[src/rtl/ctrl_pkg.sv]
// rtl/ctrl_pkg.sv - opcodes, ALU/bit-op codes, FSM states and decode bundle for decode_ctrl
package ctrl_pkg;

  localparam logic [3:0] OPC_NOP  = 4'h0;
  localparam logic [3:0] OPC_ADD  = 4'h1;
  localparam logic [3:0] OPC_SUB  = 4'h2;
  localparam logic [3:0] OPC_AND  = 4'h3;
  localparam logic [3:0] OPC_OR   = 4'h4;
  localparam logic [3:0] OPC_XOR  = 4'h5;
  localparam logic [3:0] OPC_MOV  = 4'h6;
  localparam logic [3:0] OPC_LDI  = 4'h7;
  localparam logic [3:0] OPC_SWAP = 4'h8;
  localparam logic [3:0] OPC_SETB = 4'h9;
  localparam logic [3:0] OPC_CLRB = 4'hA;
  localparam logic [3:0] OPC_TGLB = 4'hB;
  localparam logic [3:0] OPC_HALT = 4'hF;

  typedef enum logic [2:0] {
    ALU_ADD    = 3'd0,
    ALU_SUB    = 3'd1,
    ALU_AND    = 3'd2,
    ALU_OR     = 3'd3,
    ALU_XOR    = 3'd4,
    ALU_PASS_A = 3'd5
  } alu_op_e;

  localparam logic [1:0] BIT_SET = 2'b00;
  localparam logic [1:0] BIT_CLR = 2'b01;
  localparam logic [1:0] BIT_TGL = 2'b10;

  typedef enum logic [2:0] {
    ST_IDLE = 3'd0,
    ST_DEC  = 3'd1,
    ST_EXE  = 3'd2,
    ST_WB   = 3'd3,
    ST_HLT  = 3'd4
  } state_e;

  typedef struct packed {
    alu_op_e    alu_op;
    logic       is_write;
    logic       is_swap;
    logic       is_bitop;
    logic [1:0] bit_op;
    logic       is_imm;
    logic       is_halt;
    logic       is_illegal;
  } dec_t;

endpackage

[src/rtl/instr_decoder.sv]
// rtl/instr_decoder.sv - combinational opcode decode into control bundle
module instr_decoder
  import ctrl_pkg::*;
(
  input  logic [3:0] opc,
  output dec_t       dec
);

  always_comb begin
    dec = '0;
    case (opc)
      OPC_NOP:  dec = '0;
      OPC_ADD:  begin dec.alu_op = ALU_ADD;    dec.is_write = 1'b1; end
      OPC_SUB:  begin dec.alu_op = ALU_SUB;    dec.is_write = 1'b1; end
      OPC_AND:  begin dec.alu_op = ALU_AND;    dec.is_write = 1'b1; end
      OPC_OR:   begin dec.alu_op = ALU_OR;     dec.is_write = 1'b1; end
      OPC_XOR:  begin dec.alu_op = ALU_XOR;    dec.is_write = 1'b1; end
      OPC_MOV:  begin dec.alu_op = ALU_PASS_A; dec.is_write = 1'b1; end
      OPC_LDI:  begin dec.is_write = 1'b1; dec.is_imm = 1'b1; end
      OPC_SWAP: begin dec.is_write = 1'b1; dec.is_swap = 1'b1; end
      OPC_SETB: begin dec.is_write = 1'b1; dec.is_bitop = 1'b1; dec.bit_op = BIT_SET; end
      OPC_CLRB: begin dec.is_write = 1'b1; dec.is_bitop = 1'b1; dec.bit_op = BIT_CLR; end
      OPC_TGLB: begin dec.is_write = 1'b1; dec.is_bitop = 1'b1; dec.bit_op = BIT_TGL; end
      OPC_HALT: dec.is_halt = 1'b1;
      default:  dec.is_illegal = 1'b1;
    endcase
  end

endmodule

[src/rtl/decode_ctrl.sv]
// rtl/decode_ctrl.sv - 4-cycle decode/control stage driving the 8x16 register file
module decode_ctrl
  import ctrl_pkg::*;
#(
  parameter int DW = 16,
  parameter int AW = 3,
  parameter int CW = 16
) (
  input  logic          clk,
  input  logic          rst,
  input  logic [DW-1:0] instr,
  input  logic          instr_valid,
  output logic          instr_ready,
  input  logic [DW-1:0] alu_result,
  output logic [2:0]    alu_op,
  output logic [AW-1:0] read_addr_0,
  output logic [AW-1:0] read_addr_1,
  output logic [AW-1:0] reg_write_addr,
  output logic          write_en,
  output logic          swap_en,
  output logic          bit_op_en,
  output logic [1:0]    bit_op,
  output logic [3:0]    bit_position,
  output logic [DW-1:0] data_in,
  output logic          illegal,
  output logic          halted,
  output logic [CW-1:0] retired
);

  state_e        state_q, state_d;
  logic [DW-1:0] instr_q, instr_d;
  logic [DW-1:0] wb_q, wb_d;
  logic [CW-1:0] retired_q, retired_d;
  logic          instr_ready_q, instr_ready_d;
  logic [AW-1:0] ra0_q, ra0_d, ra1_q, ra1_d, wa_q, wa_d;
  logic [2:0]    alu_op_q, alu_op_d;
  logic          write_en_q, write_en_d, swap_en_q, swap_en_d;
  logic          bit_op_en_q, bit_op_en_d, illegal_q, illegal_d, halted_q, halted_d;
  logic [1:0]    bit_op_q, bit_op_d;
  logic [3:0]    bit_pos_q, bit_pos_d;

  // In IDLE decode the incoming word so read ports are valid as DEC begins.
  logic [DW-1:0] cur;
  dec_t          dec;

  assign cur = (state_q == ST_IDLE) ? instr : instr_q;

  instr_decoder u_dec (
    .opc (cur[15:12]),
    .dec (dec)
  );

  always_comb begin
    state_d       = state_q;
    instr_d       = instr_q;
    wb_d          = wb_q;
    retired_d     = retired_q;
    instr_ready_d = instr_ready_q;
    ra0_d         = ra0_q;
    ra1_d         = ra1_q;
    wa_d          = wa_q;
    alu_op_d      = alu_op_q;
    write_en_d    = write_en_q;
    swap_en_d     = swap_en_q;
    bit_op_en_d   = bit_op_en_q;
    bit_op_d      = bit_op_q;
    bit_pos_d     = bit_pos_q;
    illegal_d     = illegal_q;
    halted_d      = halted_q;
    case (state_q)
      ST_IDLE: begin
        if (instr_valid && instr_ready_q) begin
          state_d       = ST_DEC;
          instr_d       = instr;
          instr_ready_d = 1'b0;
          ra0_d         = cur[8:6];
          ra1_d         = dec.is_swap ? cur[8:6] : cur[5:3];
          alu_op_d      = dec.alu_op;
        end
      end
      ST_DEC: begin
        if (dec.is_halt) begin
          state_d  = ST_HLT;
          halted_d = 1'b1;
          ra0_d    = '0;
          ra1_d    = '0;
          alu_op_d = '0;
        end else begin
          state_d = ST_EXE;
        end
      end
      ST_EXE: begin
        state_d     = ST_WB;
        wb_d        = dec.is_imm ? {{(DW-8){1'b0}}, cur[7:0]} : alu_result;
        write_en_d  = dec.is_write;
        swap_en_d   = dec.is_swap;
        bit_op_en_d = dec.is_bitop;
        bit_op_d    = dec.is_bitop ? dec.bit_op : 2'b00;
        bit_pos_d   = dec.is_bitop ? cur[3:0] : 4'h0;
        wa_d        = dec.is_write ? cur[11:9] : '0;
        illegal_d   = dec.is_illegal;
        retired_d   = retired_q + CW'(1);
      end
      ST_WB: begin
        state_d       = ST_IDLE;
        instr_ready_d = 1'b1;
        wb_d          = '0;
        write_en_d    = 1'b0;
        swap_en_d     = 1'b0;
        bit_op_en_d   = 1'b0;
        bit_op_d      = 2'b00;
        bit_pos_d     = 4'h0;
        wa_d          = '0;
        illegal_d     = 1'b0;
        ra0_d         = '0;
        ra1_d         = '0;
        alu_op_d      = '0;
      end
      ST_HLT: state_d = ST_HLT;
      default: state_d = ST_IDLE;
    endcase
  end

  always_ff @(posedge clk or negedge rst) begin
    if (!rst) begin
      state_q       <= ST_IDLE;
      instr_q       <= '0;
      wb_q          <= '0;
      retired_q     <= '0;
      instr_ready_q <= 1'b1;
      ra0_q         <= '0;
      ra1_q         <= '0;
      wa_q          <= '0;
      alu_op_q      <= '0;
      write_en_q    <= 1'b0;
      swap_en_q     <= 1'b0;
      bit_op_en_q   <= 1'b0;
      bit_op_q      <= 2'b00;
      bit_pos_q     <= 4'h0;
      illegal_q     <= 1'b0;
      halted_q      <= 1'b0;
    end else begin
      state_q       <= state_d;
      instr_q       <= instr_d;
      wb_q          <= wb_d;
      retired_q     <= retired_d;
      instr_ready_q <= instr_ready_d;
      ra0_q         <= ra0_d;
      ra1_q         <= ra1_d;
      wa_q          <= wa_d;
      alu_op_q      <= alu_op_d;
      write_en_q    <= write_en_d;
      swap_en_q     <= swap_en_d;
      bit_op_en_q   <= bit_op_en_d;
      bit_op_q      <= bit_op_d;
      bit_pos_q     <= bit_pos_d;
      illegal_q     <= illegal_d;
      halted_q      <= halted_d;
    end
  end

  assign instr_ready    = instr_ready_q;
  assign alu_op         = alu_op_q;
  assign read_addr_0    = ra0_q;
  assign read_addr_1    = ra1_q;
  assign reg_write_addr = wa_q;
  assign write_en       = write_en_q;
  assign swap_en        = swap_en_q;
  assign bit_op_en      = bit_op_en_q;
  assign bit_op         = bit_op_q;
  assign bit_position   = bit_pos_q;
  assign data_in        = wb_q;
  assign illegal        = illegal_q;
  assign halted         = halted_q;
  assign retired        = retired_q;

endmodule

[config.mk]
export PLATFORM = sky130hd
export DESIGN_NAME = decode_ctrl
export DESIGN_NICKNAME = d
export VERILOG_FILES = /design/src/rtl/ctrl_pkg.sv /design/src/rtl/instr_decoder.sv /design/src/rtl/decode_ctrl.sv
export SDC_FILE = /design/constraint.sdc
export NUM_CORES = 1
export LEC_CHECK = 0
export ABC_CLOCK_PERIOD_IN_PS = 4200
export CORE_MARGIN = 10
export CORE_UTILIZATION = 51
export CTS_CLUSTER_DIAMETER = 30
export CTS_CLUSTER_SIZE = 12
export DETAILED_ROUTE_END_ITERATION = 16
export MAX_ROUTING_LAYER = met4
export PLACE_DENSITY_LB_ADDON = 0.1
export SYNTH_ARGS = -nofsm -noshare
export SYNTH_HDL_FRONTEND = slang
export SYNTH_SLANG_ARGS = --single-unit
[constraint.sdc]
create_clock -name clk -period 4.2 [get_ports clk]
set_input_delay 0.63 -clock clk [delete_from_list [all_inputs] [get_ports clk]]
set_output_delay 0.63 -clock clk [all_outputs]
set_load 0.005 [all_outputs]
==> results of run 1 <==
## logic make-up (layout without fill, tap and decap cells)
family	Yosys count	count (layout)	synth area share
simple gates	127	127	0.194
flops	74	74	0.578
compound gates	46	46	0.105
buf+inv	17	110	0.0269
xor+xnor	16	16	0.0461
mux	15	15	0.0468
fa+ha+maj	1	1	0.00390
## final cells by class
| cell class | instances | area share |
|---|---|---|
| Clock buffer | 11 | 0.0303 |
| Clock inverter | 5 | 0.0182 |
| Inverter | 3 | 0.00259 |
| Multi-Input combinational cell | 205 | 0.292 |
| Sequential cell | 74 | 0.427 |
| Tap cell | 75 | 0.0216 |
| Timing Repair Buffer | 91 | 0.209 |
## how the worst max path moves through the flow
stage                           start         end  depth (start not counted)
final                      state_q[2]   alu_op[0]                          4
after global routing       state_q[2]   alu_op[0]                          4
after CTS                  state_q[2]   alu_op[0]                          4
after detailed placement  instr_valid   alu_op[0]                          4
after global placement    instr_valid   alu_op[0]                          4
after floorplan            state_q[0]  retired[7]                          6
## per-stage QoR
stage                util  setup WS, ps  cells  total power, mW
finish              0.720          1960    464             1.36
global route        0.720          1800    464             1.41
detailed placement  0.685          1780    448            0.786
global placement    0.685          1830    448            0.786
CTS                 0.720          1980    464             1.37
floorplan               -          2640    296            0.735
## flip-flops by register name, indices dropped and copies added (netlist names)
register        count
halted              1
instr_ready         1
reg_write_addr      3
write_en            1
swap_en             1
read_addr_1         3
bit_op              2
bit_op_en           1
illegal             1
data_in            16
state_q             3
retired            16
read_addr_0         3
bit_position        4
instr_q            15
alu_op              3
## power by group
| part | internal (mW) | switching [mW] |
|---|---|---|
| clock | 0.334 | 0.256 |
| sequential | 0.712 | 0 |
| combinational | 0.0327 | 0.0272 |
## placed cells by master (no fill, tap or decap), types with 2 or more instances in the layout
| cell type | n |
|---|---|
| nand2b_1 | 4 |
| nand3_1 | 7 |
| a21oi_1 | 4 |
| nor2_1 | 7 |
| buf_4 | 2 |
| and3_1 | 3 |
| o2bb2ai_1 | 3 |
| inv_1 | 3 |
| xnor2_1 | 14 |
| dfrtp_1 | 73 |
| and4_1 | 2 |
| clkdlybuf4s50_1 | 89 |
| clkbuf_1 | 2 |
| a22o_1 | 13 |
| and2_1 | 2 |
| clkbuf_8 | 9 |
| nor3b_2 | 2 |
| nand2_1 | 84 |
| a32o_1 | 2 |
| or4_1 | 2 |
| nand4_1 | 4 |
| o21ai_0 | 10 |
| bufinv_16 | 2 |
| clkinv_2 | 2 |
| o2111ai_1 | 4 |
| nand4b_1 | 2 |
| mux2i_1 | 15 |
| o21ai_1 | 4 |
## routing by layer
metal | GRT usage | vias to the layer above | wire length, um
met5 | - | - | 0
met4 | 0.0650 | 0 | 142
met3 | 0.0360 | 13 | 455
met2 | 0.247 | 79 | 3610
met1 | 0.213 | 1212 | 3600
li1 | - | 1208 | -
## synth_stat cells (all sizes together) (4+ instances only)
cell,count
a21oi,4
a22o,13
buf,8
clkbuf,6
dfrtp,73
mux2i,15
nand2,84
nand2b,4
nand3,7
nand4,4
nor2,8
o2111ai,4
o21ai,15
xnor2,14
## worst max-delay path, cell delays in order, from the launching register on
cell,delay (ps)
dfrtp_1,490
nor2_1,410
nand4b_1,550
o31a_1,390
a22o_1,280
==> flow_metrics.py, run 1 <==
metrics = {
    "synthesis": {
        "synth_ff_type": "dfrtp_1",
        "synthArstFlopShare": 1.00,
        "ys_seq_area_frac": 0.578,
        "synth.distinct_cells": 43,
        "yosysWarnings": 0,
        "avgSynthCellArea_um2": 10.8,
        "netlist_instances": 296,
        "ys_ff_latch": 74,
        "yosysTopAreaCellShare": 0.570,
        "synth_top_area_cell": "dfrtp_1",
        "synth_edf_count": 0,
        "synth_nets": 332,
        "syn_area_mm2": 0.00321,
        "ys_top_cells_by_area": "dfrtp_1 57%, nand2_1 9.8%, mux2i_1 4.7%",
    },
    "die": {
        "num_rows": 28,
        "io-pin-count": 91,
        "die_h_um": 99.3,
        "initial_core_util": 0.532,
        "coreArea_mm2": 0.00603,
        "dieArea_mm2": 0.00986,
        "fp.dieW_um": 99.3,
    },
    "routing": {
        "wl_per_cell_um": 16.8,
        "drtIter0Drc": 111,
        "firstDrtPassIters": 4,
        "vias": 2512,
        "drt_wl_total_mm": 7.80,
        "vias_per_cell": 5.41,
        "ant_nets": 0,
        "drc_errors": 0,
    },
    "place": {
        "placed_area_mm2": 0.00413,
        "gp_congestion": 0.809,
        "port_buffers": 90,
        "hpwl_mm": 5.47,
    },
    "critical_path": {
        "crit_fanout": 13,
        "rr_startpoint": "state_q[2]",
        "r2r_slack_ps": 1960,
        "critPathLaunchType": "flip-flop",
        "critical_path_class": "flip-flop to flip-flop",
        "endpoint_kind": "flip-flop",
        "cp_data_arrival_time_ps": 2470,
        "critPathRequiredTime_ps": 4430,
        "reg2reg_depth": 4,
        "r2r_end": "alu_op[0]",
    },
    "sta": {
        "fmax_ghz": 0.447,
        "rsz0062_at_grt": "false",
        "slew_viol_final": 0,
        "hold_viol_final": 0,
        "setup_viol": 0,
        "post-route-period-util": 0.533,
        "worst_pin_slew_ps": 1090,
        "relSlewSlack": 0.272,
        "finalClockSkew_ps": 8.99,
        "finalSetupTns_ps": 0,
        "hold_ws_ps": 416,
        "period_minus_slack_ps": 2240,
    },
    "finish": {
        "final_nets": 420,
        "ff_latch_area_mm2": 0.00185,
        "diodes": 0,
        "area_growth_pct": 35.4,
        "fin_area_mm2": 0.00434,
        "n_fill_cell": 463,
        "drive_above_1_share": 0.0643,
        "multi_input_area_mm2": 0.00127,
    },
    "hold_path": {
        "hold_path_class": "input port to asynchronous set/reset pin",
    },
    "clock_network": {
        "ctsLongestPathBuffers": 2,
        "clkTransAtPathRegs_ps": 80,
        "tritoncts": "done",
        "clk_latency_ps": 340,
        "numCtsBuffers": 9,
        "clockRootBuffer": "clkbuf_8",
        "post_cts_resized": 0,
        "post_cts.repair.setup_buffers": 0,
        "htree_levels": 3,
        "hold_buffers": 0,
        "clock_sinks": 74,
    },
    "flow_run": {
        "maxCapViolCount": 0,
    },
    "status": {
        "status": "completed",
    },
    "grt": {
        "grtUsageTotal": 0.165,
        "grt_pass1_wl_mm": 13.0,
        "grt-ovfl-total": 0,
        "grt_antenna_before_repair": 0,
        "grt_pass1_vias": 2576,
        "grt_max_degree": 75,
    },
    "power": {
        "powerDensity_mw_per_mm2": 314,
        "peakVddDrop_mv": 0.226,
        "leakage_nw": 2.06,
    },
}
No activity file was read; power rests on OpenSTA's default activity.
==> run 2: changes to the inputs <==
--- a/config.mk
+++ b/config.mk
@@ -5,9 +5,9 @@
 export SDC_FILE = /design/constraint.sdc
 export NUM_CORES = 1
 export LEC_CHECK = 0
-export ABC_CLOCK_PERIOD_IN_PS = 4200
+export ABC_CLOCK_PERIOD_IN_PS = 2300
 export CORE_MARGIN = 10
-export CORE_UTILIZATION = 51
+export CORE_UTILIZATION = 47
 export CTS_CLUSTER_DIAMETER = 30
 export CTS_CLUSTER_SIZE = 12
 export DETAILED_ROUTE_END_ITERATION = 16
==> constraint.sdc (replaced) <==
create_clock -name clk -period 2.3 [get_ports clk]
set_input_delay 0.345 -clock clk [delete_from_list [all_inputs] [get_ports clk]]
set_output_delay 0.345 -clock clk [all_outputs]
set_load 0.005 [all_outputs]
==> run 2 against run 1 <==
  * Clock skew increased by 3.5 ps
  * Core utilization fell by 6.5 points
  * Largest power group unchanged
  * Critical path depth unchanged
  * Cell count increased by 2.2%
  * Hold slack worse by 290 ps
  * First-iteration DRC count up 70%
  * Total power increased by 86%
==> flow_metrics.py, run 2 (synthesized netlist as in run 1, its figures left out) <==
metrics = {
    "finish": {
        "final_nets": 425,
        "final_cells": 474,
        "area_growth_pct": 37.4,
        "diodes": 0,
        "drive_above_1_share": 0.0787,
        "fin_area_mm2": 0.00440,
        "post-route-util": 0.655,
        "n_fill_cell": 556,
        "final_common_cell": "clkdlybuf4s50_1",
        "final_cell_mix": "89 x clkdlybuf4s50_1, 84 x nand2_1, 73 x dfrtp_1, 15 x mux2i_1, 14 x xnor2_1",
    },
    "sta": {
        "rsz0062_at_grt": "false",
        "period_minus_slack_ps": 1930,
        "hold_viol_final": 0,
        "finalSetupTns_ps": 0,
        "fmax_ghz": 0.519,
        "relSlewSlack": 0.389,
        "slew_viol_final": 0,
        "setup_viol": 0,
        "post-route-period-util": 0.838,
        "worst_pin_slew_ps": 916,
        "finalClockSkew_ps": 12.5,
    },
    "clock_network": {
        "tritoncts": "done",
        "post_cts.repair.setup_buffers": 0,
        "hold_buffers": 0,
        "numCtsBuffers": 9,
        "post_cts_resized": 0,
        "clkTransAtPathRegs_ps": 70,
        "ctsLongestPathBuffers": 2,
        "clk_latency_ps": 340,
        "clockRootBuffer": "clkbuf_8",
        "htree_levels": 3,
        "clock_sinks": 74,
    },
    "routing": {
        "vias_per_cell": 5.27,
        "firstDrtPassIters": 4,
        "ant_nets": 0,
        "vias": 2496,
        "drc_errors": 0,
        "wl_per_cell_um": 16.7,
        "drt_wl_total_mm": 7.93,
        "drtIter0Drc": 189,
    },
    "power": {
        "switching_share": 0.200,
        "pwr-share-clk": 0.445,
        "pwr-share-seq": 0.512,
        "leakage_nw": 2.09,
        "powerDensity_mw_per_mm2": 577,
        "peakVddDrop_mv": 0.337,
        "combPwrFrac": 0.043,
        "cell_internal_pwr_mw": 2.03,
        "p_sw_mw": 0.508,
    },
    "die": {
        "fp.dieW_um": 103,
        "die_h_um": 103,
        "dieArea_mm2": 0.0105,
        "num_rows": 30,
        "coreArea_mm2": 0.00672,
        "io-pin-count": 91,
        "initial_core_util": 0.477,
    },
    "status": {
        "status": "completed",
    },
    "grt": {
        "grt_pass1_vias": 2576,
        "busiest_layer": "met2",
        "grtUsageTotal": 0.161,
        "grtUsageMet2": 0.245,
        "grt_max_degree": 75,
        "use_met3": 0.0395,
        "met1_usage": 0.196,
        "grt_pass1_wl_mm": 12.9,
        "grt-ovfl-total": 0,
        "grt_antenna_before_repair": 0,
    },
    "place": {
        "dp_cells": 458,
        "hpwl_mm": 5.88,
        "gp_congestion": 0.822,
        "port_buffers": 90,
        "placed_area_mm2": 0.00417,
    },
    "critical_path": {
        "crit_fanout": 16,
        "endpoint_kind": "flip-flop",
        "critical_path_class": "flip-flop to flip-flop",
        "crit_chain": "or3b_1 > nor2_8 > and4_4 > xor2_2",
        "cp_slowest_cell": "dfrtp_1",
        "cpPeakStageDelay_ps": 650,
        "critPathRequiredTime_ps": 2560,
        "critPathLaunchType": "flip-flop",
        "cp_data_arrival_time_ps": 2190,
    },
    "hold_path": {
        "hold_path_class": "input port to asynchronous set/reset pin",
    },
    "flow_run": {
        "maxCapViolCount": 0,
    },
}
==> run 2: final cells by class <==
| type | instances | area [um2] | share of cell area |
|---|---|---|---|
| inverters | 3 | 11.3 | 0.00256 |
| multi-input cells | 205 | 1270 | 0.288 |
| repair buffers | 96 | 943 | 0.214 |
| clock inverters | 4 | 73.8 | 0.0168 |
| well taps | 80 | 100 | 0.0227 |
| clock buffers | 12 | 155 | 0.0352 |
| flip-flops and latches | 74 | 1850 | 0.421 |
==> run 2: layer usage <==
| metal | up-vias | wire (um) |
|---|---|---|
| met5 | - | 0 |
| met4 | 0 | 150 |
| met3 | 13 | 547 |
| met1 | 1203 | 3580 |
| met2 | 65 | 3660 |
| li1 | 1215 | - |
==> run 2: final timing paths <==
check                                start           to  slack [ps]  cells past startpoint
worst max-delay path            state_q[1]   retired[7]         370                      4
worst min-delay path                   rst  retired[14]         130                      1
worst max register to register  state_q[1]   retired[7]         370                      4
worst min register to register  data_in[1]   data_in[1]         470                      2
max in group asynchronous              rst    bit_op_en        1570                      1
min in group clk                data_in[1]   data_in[1]         470                      2
==> run 2: worst max-delay path, delay by kind of cell (launching register included) <==
family / cells / cell delay (ps)
AND/OR/NAND/NOR: 3 / 1080
flip-flops: 1 / 650
XOR/XNOR: 1 / 120
==> run 2: stage by stage <==
step           worst slack, ps  hold slack [ps]  total power, mW
2_1_floorplan              743             49.4             1.34
3_3_place_gp               432              450             1.44
3_5_place_dp               394              460             1.44
4_1_cts                    375              161             2.57
5_1_grt                    213              205             2.62
6_report                   373              129             2.54
==> run 2: power by group through the flow <==
stage | combinational (mW) | sequential [mW] | clock (mW)
floorplan | 0.0153 | 1.33 | 0
CTS | 0.112 | 1.30 | 1.16
finish | 0.109 | 1.30 | 1.13
global route | 0.121 | 1.30 | 1.20
global placement | 0.111 | 1.33 | 0
detailed placement | 0.111 | 1.33 | 0
